### config.mk
export PLATFORM = sky130hd
export DESIGN_NAME = id_ex_pipe
export DESIGN_NICKNAME = d
export VERILOG_FILES = /design/src/rtl/id_ex_pkg.sv /design/src/rtl/id_ex_skid.sv /design/src/rtl/id_ex_pipe.sv
export SDC_FILE = /design/constraint.sdc
export NUM_CORES = 1
export LEC_CHECK = 0
export ABC_AREA = 0
export CAP_MARGIN = 15
export CORE_MARGIN = 4
export CORE_UTILIZATION = 40
export DETAILED_ROUTE_END_ITERATION = 7
export PLACE_DENSITY = 0.75
export SYNTH_ARGS = -nofsm -noshare
export SYNTH_HDL_FRONTEND = slang
export SYNTH_SLANG_ARGS = --single-unit
### constraint.sdc
create_clock -name clk -period 1.65 [get_ports clk]
set_clock_uncertainty 0.15 [all_clocks]
set_input_delay 0.165 -clock clk [delete_from_list [all_inputs] [get_ports clk]]
set_output_delay 0.165 -clock clk [all_outputs]
set_load 0.02 [all_outputs]
### src/rtl/id_ex_pkg.sv
// id_ex_pkg: decode-to-execute packet layout and shared constants.
// Field widths here match the default parameters of id_ex_pipe.
package id_ex_pkg;

    localparam int DEF_DATA_WIDTH     = 32;
    localparam int DEF_REG_ADDR_WIDTH = 5;
    localparam int DEF_ALU_OP_WIDTH   = 4;
    localparam int DEF_CTRL_WIDTH     = 4;

    typedef struct packed {
        logic [DEF_DATA_WIDTH-1:0]     rs1_data;
        logic [DEF_DATA_WIDTH-1:0]     rs2_data;
        logic [DEF_DATA_WIDTH-1:0]     imm;
        logic [DEF_DATA_WIDTH-1:0]     pc;
        logic [DEF_REG_ADDR_WIDTH-1:0] rs1;
        logic [DEF_REG_ADDR_WIDTH-1:0] rs2;
        logic [DEF_REG_ADDR_WIDTH-1:0] rd;
        logic [DEF_ALU_OP_WIDTH-1:0]   alu_op;
        logic                          alu_src;
        logic [DEF_CTRL_WIDTH-1:0]     ctrl;
    } id_ex_pkt_t;

    localparam int PKT_W = $bits(id_ex_pkt_t);

    // ctrl == 0 in the bubble means no memory or register-file side effect
    localparam logic [PKT_W-1:0] ID_EX_BUBBLE = '0;

endpackage

### src/rtl/id_ex_skid.sv
// id_ex_skid: main + skid register pair with EMPTY/ONE/TWO control FSM.
// in_ready_o is registered and is high exactly when the skid entry is free.
module id_ex_skid #(
    parameter int PKT_W = 152
) (
    input  logic             clk,
    input  logic             rst_n,
    input  logic             flush_i,
    input  logic             in_valid_i,
    output logic             in_ready_o,
    input  logic [PKT_W-1:0] in_pkt_i,
    output logic             out_valid_o,
    input  logic             out_ready_i,
    output logic [PKT_W-1:0] out_pkt_o,
    output logic [1:0]       occupancy_o
);

    localparam logic [1:0] S_EMPTY = 2'd0;
    localparam logic [1:0] S_ONE   = 2'd1;
    localparam logic [1:0] S_TWO   = 2'd2;

    logic [1:0]       r_state;
    logic             r_rdy;
    logic [PKT_W-1:0] r_main;
    logic [PKT_W-1:0] r_skid;
    logic             w_acc;
    logic             w_drn;

    assign w_acc = in_valid_i && r_rdy;
    assign w_drn = (r_state != S_EMPTY) && out_ready_i;

    always_ff @(posedge clk or negedge rst_n) begin
        if (!rst_n) begin
            r_state <= S_EMPTY;
            r_rdy   <= 1'b1;
            r_main  <= '0;
            r_skid  <= '0;
        end else if (flush_i) begin
            r_state <= S_EMPTY;
            r_rdy   <= 1'b1;
            r_main  <= '0;
            r_skid  <= '0;
        end else begin
            case (r_state)
                S_EMPTY: begin
                    if (w_acc) begin
                        r_main  <= in_pkt_i;
                        r_state <= S_ONE;
                    end
                end
                S_ONE: begin
                    if (w_acc && !w_drn) begin
                        r_skid  <= in_pkt_i;
                        r_state <= S_TWO;
                        r_rdy   <= 1'b0;
                    end else if (w_acc) begin
                        r_main <= in_pkt_i;
                    end else if (w_drn) begin
                        r_main  <= '0;
                        r_state <= S_EMPTY;
                    end
                end
                S_TWO: begin
                    // ready is low here, so only a drain can happen
                    if (w_drn) begin
                        r_main  <= r_skid;
                        r_skid  <= '0;
                        r_state <= S_ONE;
                        r_rdy   <= 1'b1;
                    end
                end
                default: begin
                    r_state <= S_EMPTY;
                    r_rdy   <= 1'b1;
                    r_main  <= '0;
                    r_skid  <= '0;
                end
            endcase
        end
    end

    assign in_ready_o  = r_rdy;
    assign out_valid_o = (r_state != S_EMPTY);
    assign out_pkt_o   = r_main;
    assign occupancy_o = r_state;

endmodule

### src/rtl/id_ex_pipe.sv
// id_ex_pipe: decode-to-execute pipeline register with valid/ready handshake.
// Define ID_EX_SKID_EN for a two-entry skid buffer with registered in_ready_o.
module id_ex_pipe
    import id_ex_pkg::*;
#(
    parameter int DATA_WIDTH     = DEF_DATA_WIDTH,
    parameter int REG_ADDR_WIDTH = DEF_REG_ADDR_WIDTH,
    parameter int ALU_OP_WIDTH   = DEF_ALU_OP_WIDTH,
    parameter int CTRL_WIDTH     = DEF_CTRL_WIDTH,
    localparam int L_PKT_W = 4 * DATA_WIDTH + 3 * REG_ADDR_WIDTH
                           + ALU_OP_WIDTH + 1 + CTRL_WIDTH
) (
    input  logic               clk,
    input  logic               rst_n,
    input  logic               flush_i,
    input  logic               in_valid_i,
    output logic               in_ready_o,
    input  logic [L_PKT_W-1:0] in_pkt_i,
    output logic               out_valid_o,
    input  logic               out_ready_i,
    output logic [L_PKT_W-1:0] out_pkt_o,
    output logic [1:0]         occupancy_o
);

`ifdef ID_EX_SKID_EN

    id_ex_skid #(
        .PKT_W (L_PKT_W)
    ) u_skid (
        .clk         (clk),
        .rst_n       (rst_n),
        .flush_i     (flush_i),
        .in_valid_i  (in_valid_i),
        .in_ready_o  (in_ready_o),
        .in_pkt_i    (in_pkt_i),
        .out_valid_o (out_valid_o),
        .out_ready_i (out_ready_i),
        .out_pkt_o   (out_pkt_o),
        .occupancy_o (occupancy_o)
    );

`else

    logic               r_valid;
    logic [L_PKT_W-1:0] r_pkt;
    logic               w_acc;

    assign in_ready_o = !r_valid || out_ready_i;
    assign w_acc      = in_valid_i && in_ready_o;

    // payload is zeroed whenever the entry empties so a bubble reads as 0
    always_ff @(posedge clk or negedge rst_n) begin
        if (!rst_n) begin
            r_valid <= 1'b0;
            r_pkt   <= '0;
        end else if (flush_i) begin
            r_valid <= 1'b0;
            r_pkt   <= '0;
        end else if (w_acc) begin
            r_valid <= 1'b1;
            r_pkt   <= in_pkt_i;
        end else if (out_ready_i) begin
            r_valid <= 1'b0;
            r_pkt   <= '0;
        end
    end

    assign out_valid_o = r_valid;
    assign out_pkt_o   = r_pkt;
    assign occupancy_o = {1'b0, r_valid};

`endif

endmodule

==> flow_metrics.env <==
export IMPL_status="finished clean"
export IMPL_placed_area_um2=11400
export IMPL_track_usage=0.205
export IMPL_io_pins=313
export IMPL_row_count=50
export IMPL_die_area_um2=21600
export IMPL_design_area_um2=11800
export IMPL_drt_wirelength_per_cell_um=17.5
export IMPL_met3_usage=0.0629
export IMPL_cts_buffers=17
export IMPL_avgSynthCellArea_um2=11.3
export IMPL_coreArea_um2=18800
export IMPL_end_kind="primary output"
export IMPL_synth_cell_type_count=16
export IMPL_cts_setup_buffers=0
export IMPL_final_setup_tns_ps=0
export IMPL_synth_edf_count=0
export IMPL_max_vdd_ir_drop_uv=703
export IMPL_gp_congestion=0.789
export IMPL_grtUsageMet2=0.344
export IMPL_drc=0
export IMPL_rrSetupSlack_ps=80
export IMPL_p_per_area_nw_per_um2=833
export IMPL_clock_path_buffers=2
export IMPL_clock_fmax_mhz=624
export IMPL_nets=1152
export IMPL_setup_violations=0
export IMPL_htree_levels=4
export IMPL_whs_ps=106
export IMPL_criticalPathCategory="reg2out"
export IMPL_met1_usage=0.257
export IMPL_portBuffers=311
export IMPL_cp_arrival_ps=1290
export IMPL_die_height_um=147
export IMPL_synth_async_sr_flop_share=1.00
export IMPL_preCtsSetupSlack_ps=-127
export IMPL_slew_violations=0
export IMPL_layout_cells_non_filler=1268
export IMPL_rsz0062_at_grt="yes"
export IMPL_initial_core_util=0.409
export IMPL_drive_gt1_frac=0.166
export IMPL_ant_nets=0
export IMPL_fp_dieW_um=147
export IMPL_period_share=0.972
export IMPL_routed_wl_um=22200
export IMPL_firstDrtPassIters=4
export IMPL_synth_seq_cells=153
export IMPL_crit_fanout=4
export IMPL_grt_pass1_vias=6611
export IMPL_grt_pass1_wl_um=36000
export IMPL_grt_max_degree=55
export IMPL_reg2regPathDepth=5
export IMPL_place_inst=1235
export IMPL_cts_tree="done"
export IMPL_synthFlopType="dfrtp_1"
export IMPL_max_cap_violations=0
export IMPL_setup_slack_ps=46.6
export IMPL_clock_sinks=153
export IMPL_cts_root_buf="clkbuf_16"
export IMPL_drt_vias_per_instance=4.88
export IMPL_antenna_found_initial=0
export IMPL_worst_setup_path_start_kind="flop"
export IMPL_min_path_type="in2async"
export IMPL_syn_inst=684
export IMPL_hold_viol_final=0
export IMPL_yosysSeqAreaShare=0.497
export IMPL_area_delta_synth_final_pct=53.3
export IMPL_crit_required_ps=1330
export IMPL_clk_pin_slew_ps=70
export IMPL_overflow=0
export IMPL_grt_busiest_layer="met2"
export IMPL_p_leak_nw=5.72
export IMPL_fill_cells=1547
export IMPL_antenna_cells=0
export IMPL_p_total_mw=9.84
export IMPL_via_count=6189
export IMPL_clock_latency_ps=410
export IMPL_ys_warn_count=0
export IMPL_synthesis_nets=841
export IMPL_syn_area_um2=7710
export IMPL_dp_hpwl_um=16100
export IMPL_drtIter0Drc=266
export IMPL_finalCriticalPeriod_ps=1600
export IMPL_post_route_util=0.627
[cells by family after synthesis]
kind of cell	synth area share
DFF	0.497
and+or+nand+nor	0.125
buffers and inverters	0.125
AOI/OAI and AO/OA	0.252
other	0.000487
[power by group]
part           switching (mW)  total, mW  leakage (nW)  internal, mW
Sequential              0.101       4.04          2.06          3.94
Combinational           0.998       1.97          3.40         0.972
Clock                    1.65       3.83         0.262          2.17
[per-layer routing]
metal	wire, um	share of wire
met5	0	0
met3	1420	0.064
met2	11000	0.50
met1	9320	0.42
met4	460	0.021
[worst max-delay path: stages (launching register included)]
cell and delay, ps:
dfrtp_1 460, nand2b_4 140, clkdlybuf4s15_2 270
[registers in the layout, summed over array words and instances, names as in the netlist]
name         count
out_pkt_o      152
out_valid_o      1
[synth_stat cells, types with 2 or more instances]
| library cell | number | share of area |
|---|---|---|
| dfrtp_1 | 153 | 0.50 |
| inv_1 | 152 | 0.074 |
| nand2b_1 | 152 | 0.12 |
| o32ai_2 | 80 | 0.17 |
| o32ai_1 | 72 | 0.082 |
| buf_2 | 24 | 0.016 |
| clkbuf_1 | 24 | 0.012 |
| buf_4 | 11 | 0.011 |
| buf_6 | 8 | 0.012 |
| buf_1 | 2 | 0.00097 |
[cell type report]
type,count,area [um^2],share of cell area
Sequential cell,153,3830,0.324
Timing Repair Buffer,361,3570,0.302
Multi-Input combinational cell,309,2940,0.249
Inverter,153,574,0.0486
Clock buffer,20,457,0.0387
Tap cell,260,325,0.0275
Clock inverter,12,115,0.00974
[path summary, 6_finish.rpt]
path / end / startpoint
setup / recovery: in_ready_o / out_valid_o
hold / removal: out_pkt_o[122] / rst_n
setup reg to reg: out_pkt_o[86] / out_valid_o
hold reg to reg: out_pkt_o[39] / out_pkt_o[39]
max in group asynchronous: out_pkt_o[16] / rst_n
min in group clk: out_pkt_o[127] / flush_i
[timing repair]
action / 4_1_cts / 5_1_grt
cloned: 0 / 0
endpoints found under the hold margin: 153 / 0
gates resized for setup: 157 / 2
hold buffers: 1 / 0
setup endpoints to repair: 155 / 1
[cells in the final DEF, fill, tap and decap left out]
cell | netlist | layout
a21oi_1 | 1 | 1
conb_1 | 1 | 1
o32ai_1 | 72 | 72
o32ai_2 | 80 | 80
clkinv_4 | 0 | 1
nand2_8 | 0 | 1
nand2b_4 | 0 | 1
dlygate4sd2_1 | 0 | 153
inv_1 | 152 | 152
clkbuf_16 | 0 | 17
clkinvlp_4 | 0 | 6
buf_12 | 0 | 21
dfrtp_1 | 153 | 153
buf_6 | 8 | 1
clkbuf_1 | 24 | 1
bufinv_16 | 0 | 1
clkdlybuf4s15_2 | 0 | 1
clkbuf_8 | 0 | 3
nand2b_1 | 152 | 152
inv_2 | 1 | 1
clkdlybuf4s50_1 | 0 | 154
inv_6 | 0 | 3
clkinv_2 | 0 | 1
clkdlybuf4s15_1 | 0 | 1
dlygate4sd3_1 | 0 | 1
o21bai_4 | 0 | 1
buf_4 | 11 | 28
Power figures use the tool's default switching activity.
